$ cat src/rtl/demux_onehot_pkg.sv
// Shared constants and helpers for the one-hot demultiplexer.
//   NLANES     : number of output lanes
//   DEFAULT_DW : default lane payload width
//   ERR_CW     : width of the saturating dropped-transfer counter
//   is_onehot  : legality check for the lane select
package demux_onehot_pkg;

    localparam int unsigned NLANES     = 8;
    localparam int unsigned DEFAULT_DW = 64;
    localparam int unsigned ERR_CW     = 8;

    localparam logic [ERR_CW-1:0] ERR_MAX = '1;

    // Exactly one bit set: non-zero and clearing the lowest set bit leaves nothing.
    function automatic logic is_onehot(input logic [NLANES-1:0] sel);
        return (sel != '0) && ((sel & (sel - NLANES'(1))) == '0);
    endfunction

endpackage

$ cat src/rtl/demux_onehot_lane.sv
// One-entry valid/data register slice for a single demux lane.
//   clk, nreset : clock, synchronous active-low reset
//   load_i      : write data_i into the slice this edge
//   data_i      : payload to load
//   ready_i     : downstream ready for this lane
//   valid_o     : slice holds a payload (registered)
//   data_o      : held payload, kept after drain (registered)
//   free_c      : slice can take a load this edge (combinational)
module demux_onehot_lane
    import demux_onehot_pkg::*;
#(
    parameter int unsigned DW = DEFAULT_DW
) (
    input  logic          clk,
    input  logic          nreset,
    input  logic          load_i,
    input  logic [DW-1:0] data_i,
    input  logic          ready_i,
    output logic          valid_o,
    output logic [DW-1:0] data_o,
    output logic          free_c
);

    logic          valid_q, valid_d;
    logic [DW-1:0] data_q,  data_d;

    // Empty, or being drained this edge so a reload gives full throughput.
    assign free_c = ~valid_q | ready_i;

    // Drain first, then a load on the same edge overrides it.
    always_comb begin
        valid_d = valid_q;
        data_d  = data_q;
        if (valid_q && ready_i) begin
            valid_d = 1'b0;
        end
        if (load_i) begin
            valid_d = 1'b1;
            data_d  = data_i;
        end
    end

    always_ff @(posedge clk) begin
        if (!nreset) begin
            valid_q <= 1'b0;
            data_q  <= '0;
        end else begin
            valid_q <= valid_d;
            data_q  <= data_d;
        end
    end

    assign valid_o = valid_q;
    assign data_o  = data_q;

endmodule

$ cat src/rtl/demux_onehot.sv
// One-hot select demultiplexer with a one-entry register per lane.
// Illegal selects (zero or multiple bits) are accepted and dropped,
// flagged by err_pulse and counted in a saturating err_count.
//   clk, nreset         : clock, synchronous active-low reset
//   in_valid/in_ready   : upstream handshake (in_ready combinational)
//   in_sel, in_data     : one-hot lane select and payload
//   out_valid/out_ready : per-lane downstream handshake
//   out_data            : lane i at [DW*i +: DW]
//   err_pulse           : illegal select dropped on the previous edge
//   err_count           : saturating count of dropped transfers
module demux_onehot
    import demux_onehot_pkg::*;
#(
    parameter int unsigned DW = DEFAULT_DW
) (
    input  logic                 clk,
    input  logic                 nreset,
    input  logic                 in_valid,
    output logic                 in_ready,
    input  logic [NLANES-1:0]    in_sel,
    input  logic [DW-1:0]        in_data,
    output logic [NLANES-1:0]    out_valid,
    input  logic [NLANES-1:0]    out_ready,
    output logic [NLANES*DW-1:0] out_data,
    output logic                 err_pulse,
    output logic [ERR_CW-1:0]    err_count
);

    logic              sel_legal_c;
    logic [NLANES-1:0] lane_free_c;
    logic [NLANES-1:0] lane_load_c;
    logic              accept_c;
    logic              drop_c;

    logic              err_pulse_q, err_pulse_d;
    logic [ERR_CW-1:0] err_count_q, err_count_d;

    // Select decode and ready mux: only the selected lane's state matters.
    assign sel_legal_c = is_onehot(in_sel);
    assign in_ready    = nreset & (sel_legal_c ? |(in_sel & lane_free_c) : 1'b1);
    assign accept_c    = in_valid & in_ready;
    assign lane_load_c = (accept_c && sel_legal_c) ? in_sel : '0;
    assign drop_c      = accept_c & ~sel_legal_c;

    for (genvar i = 0; i < NLANES; i++) begin : g_lane
        demux_onehot_lane #(
            .DW(DW)
        ) u_lane (
            .clk    (clk),
            .nreset (nreset),
            .load_i (lane_load_c[i]),
            .data_i (in_data),
            .ready_i(out_ready[i]),
            .valid_o(out_valid[i]),
            .data_o (out_data[DW*i +: DW]),
            .free_c (lane_free_c[i])
        );
    end

    // Dropped-transfer flag and saturating counter.
    always_comb begin
        err_pulse_d = drop_c;
        err_count_d = err_count_q;
        if (drop_c && (err_count_q != ERR_MAX)) begin
            err_count_d = err_count_q + ERR_CW'(1);
        end
    end

    always_ff @(posedge clk) begin
        if (!nreset) begin
            err_pulse_q <= 1'b0;
            err_count_q <= '0;
        end else begin
            err_pulse_q <= err_pulse_d;
            err_count_q <= err_count_d;
        end
    end

    assign err_pulse = err_pulse_q;
    assign err_count = err_count_q;

endmodule

$ cat config.mk
export PLATFORM = sky130hd
export DESIGN_NAME = demux_onehot
export DESIGN_NICKNAME = d
export VERILOG_FILES = /design/src/rtl/demux_onehot_pkg.sv /design/src/rtl/demux_onehot_lane.sv /design/src/rtl/demux_onehot.sv
export SDC_FILE = /design/constraint.sdc
export NUM_CORES = 1
export LEC_CHECK = 0
export CAP_MARGIN = 30
export CORE_MARGIN = 2
export CORE_UTILIZATION = 30
export DETAILED_ROUTE_END_ITERATION = 8
export GPL_TIMING_DRIVEN = 0
export SLEW_MARGIN = 40
export SYNTH_ARGS = -nofsm -noshare
export SYNTH_HDL_FRONTEND = slang
export SYNTH_SLANG_ARGS = --single-unit
$ cat constraint.sdc
create_clock -name clk -period 2.62 [get_ports clk]
set_clock_uncertainty 0.1 [all_clocks]
set_input_delay 0.393 -clock clk [delete_from_list [all_inputs] [get_ports clk]]
set_output_delay 0.393 -clock clk [all_outputs]
set_load 0.02 [all_outputs]
==> impl_metrics.ini <==
[pwr]
p_leak_nw = 12.9
powerDensity_mw_per_mm2 = 611
peakVddDrop_mv = 0.485

[clock_network]
clk_pin_slew_worst_paths_ps = 60
h-tree-depth = 2
cts_max_path_buffers = 3
cts.sinks = 529
cts-root-buf = clkbuf_16
cts_tree = done
cts_made_buffers = 58
cts-hold-fix-buffers = 0
clock_latency_ps = 620

[worst_setup_path]
crit_top_cell = buf_2
cp_slowest_stage_delay_ps = 400
critical-path-slowest-cell = nor4_4
startpoint = in_sel[2]
endpoint = in_ready
worstPathCellList = buf_2, nor4_4, nand4b_1, nand4_1, or2_1, clkbuf_4, buf_6, inv_2, o21a_1, buf_2
end_kind = output port
cp-start-kind = input port
cp.arrival_ps = 1990
reg2reg_depth = 10
cp.required_ps = 2130
r2r-start = g_lane[2].u_lane.valid_o
r2r-end = g_lane[0].u_lane.data_o[7]
criticalPathCategory = in2out
crit_fanout = 8
reg2reg_slack_ps = 230

[global_routing]
grt_pass1_vias = 16000
grt_pass1_wl_mm = 108
grt-ovfl-total = 0
grt_max_degree = 16
antenna_found_initial = 3
grt.total_usage_pct = 22.4

[timing]
setup_viol = 0
period_needed_ps = 2480
max_slew_margin_pct = 47.7
hold_viol = 0
worst_pin_slew_ps = 785
worst_slack_ps = 135
timing.hold.ws_ps = 333
fmax_ghz = 0.402
maxSlewViolCount = 0
post-route-period-util_pct = 94.8
rsz0062_at_grt = false

[detailed_routing]
drtIter0Drc = 713
wl_met3_mm = 5.99
wl_met2_mm = 36.4
top_layer_used = met5
dr_total_vias = 16000
wl_met1_mm = 30.8
drtAntennaViolNets = 0
first_pass_iters = 5
drc_errors = 0
via_per_inst = 4.68
wl_per_cell_um = 22.2
drt-total-wl_mm = 75.8

[synthesis]
synth_nets = 1925
synth_cell_types = 34
synth_xor_area_share_pct = 0
ys_seq_area_share_pct = 56.0
synth_area_mm2 = 0.0189
ys_seq_elements = 529
syn_area_per_cell_um2 = 10.3
synth_fa_ha_area_share_pct = 0.0662
synthCells = 1841
muxShareOfSynthArea_pct = 24.0
ys_warn_count = 0
synth_compound_area_share_pct = 2.50
synth_top_family_by_area = multiplexers
synthSimpleGateAreaFrac_pct = 13.5

[floorplan]
start_util_pct = 30.1
core.rowCount = 92
die_area_mm2 = 0.0651
core_mm2 = 0.0627
die-height_um = 255
die_width_um = 255
io_pins = 613

[final_layout]
area.growth.synth_to_final_pct = 48.7
layout-drive-gt1-share_pct = 7.25
n_fill_cell = 5950
stdcell_area_mm2 = 0.0281
nNetsFinal = 2601

[placed_design]
dpl_cell_area_mm2 = 0.0261
finalWeightedCongestion = 0.843
io_buffers = 611
pre_cts_slack_ps = -945
hpwl_mm = 56.3

[worst_hold_path]
worstHoldStart = in_valid
hold_path.class = in2reg

[run]
maxCapViolCount = 0

[status]
status = completed
-- routing by layer --
layer,up-vias,track usage (%)
li1,7534,-
met1,7750,26.3
met2,537,38.6
met3,134,6.85
met4,2,7.65
met5,-,0
-- sequential cells by signal, indices dropped and copies added (netlist names) --
| signal | count |
|---|---|
| err_count | 8 |
| err_pulse | 1 |
| g_lane.u_lane.data_o | 512 |
| g_lane.u_lane.valid_o | 8 |
-- cell usage after synthesis (all sizes together) --
| library cell | n | area, um^2 |
|---|---|---|
| nand4 | 9 | 56.3 |
| o311ai | 1 | 8.76 |
| nor2 | 5 | 18.8 |
| a21boi | 8 | 60.1 |
| and4 | 1 | 8.76 |
| o21a | 1 | 7.51 |
| nor3 | 2 | 15.0 |
| and3 | 1 | 6.26 |
| a22oi | 4 | 30.0 |
| inv | 5 | 18.8 |
| o2111ai | 1 | 8.76 |
| a211oi | 2 | 15.0 |
| nor4 | 4 | 40.0 |
| or2 | 1 | 6.26 |
| dfxtp | 529 | 10600 |
| or3 | 1 | 6.26 |
| nand2 | 522 | 1960 |
| buf | 65 | 429 |
| clkbuf | 76 | 285 |
| nand2b | 8 | 50.1 |
| nor4b | 1 | 15.0 |
| nand4b | 4 | 35.0 |
| o21ai | 64 | 320 |
| a21oi | 1 | 5.00 |
| ha | 1 | 12.5 |
| nand3 | 67 | 335 |
| and2 | 1 | 6.26 |
| mux2i | 454 | 4540 |
| o41ai | 2 | 17.5 |
-- per-stage QoR --
step	power, mW	TNS (ps)	utilization (%)	cells
final	17.2	0	44.8	3413
after CTS	17.4	0	44.8	3410
after floorplan	8.60	0	-	1841
after detailed placement	9.06	-348810	41.6	3298
after global placement	9.05	-400640	41.6	3298
after global routing	17.7	0	44.8	3411
-- worst min-delay path by stage --
stage / endpoint / slack, ps / depth (start not counted)
floorplan: g_lane[2].u_lane.valid_o / 370 / 2
global placement: g_lane[2].u_lane.data_o[17] / 340 / 2
detailed placement: g_lane[7].u_lane.data_o[62] / 350 / 2
CTS: err_pulse / 290 / 3
global route: err_pulse / 350 / 3
finish: err_pulse / 330 / 3
-- what timing repair did --
| action | in CTS | in global routing |
|---|---|---|
| gates resized for setup | 28 | 8 |
| setup buffers | 5 | 0 |
| setup endpoints to repair | 411 | 1 |
| pin swaps | 4 | 4 |
-- final cells by class --
cell class | count | area [um^2] | share of cell area (%)
diodes | 3 | 7.51 | 0.0267
well taps | 846 | 1060 | 3.76
clock inverters | 21 | 220 | 0.783
clock buffers | 86 | 1740 | 6.18
multi-input cells | 1166 | 7620 | 27.1
flip-flops and latches | 529 | 10600 | 37.7
plain buffers | 141 | 747 | 2.66
repair buffers | 616 | 6120 | 21.8
inverters | 5 | 18.8 | 0.0667
-- critical path, delay by kind of cell --
kind / cells / cell delay (ps)
compound gates: 1 / 160
simple gates: 4 / 810
buf+inv: 5 / 630
-- logic make-up after synthesis --
logic type / Yosys count
compound gates: 84
fa+ha+maj: 1
buf+inv: 146
flops: 529
mux: 454
simple gates: 627
-- cells in the final DEF (no fill, tap or decap), types with 9 or more instances in the layout --
| master | netlist | routed |
|---|---|---|
| clkdlybuf4s50_1 | 0 | 602 |
| dfxtp_1 | 529 | 529 |
| nand2_1 | 522 | 522 |
| mux2i_1 | 454 | 454 |
| clkbuf_1 | 76 | 77 |
| nand3_1 | 67 | 67 |
| o21ai_1 | 64 | 64 |
| clkbuf_16 | 0 | 59 |
| buf_4 | 43 | 49 |
| buf_2 | 19 | 20 |
| clkbuf_8 | 0 | 17 |
| clkbuf_2 | 0 | 10 |
| clkinv_2 | 0 | 10 |
| nand4_1 | 9 | 9 |
-- report_power, final --
| group | leakage (nW) | internal (mW) | total [mW] | switching [mW] |
|---|---|---|---|---|
| sequential | 4.26 | 8.07 | 8.09 | 0.0206 |
| clock | 0.966 | 4.89 | 8.31 | 3.42 |
| combinational | 7.65 | 0.244 | 0.780 | 0.536 |
No activity file was read; power rests on OpenSTA's default activity.
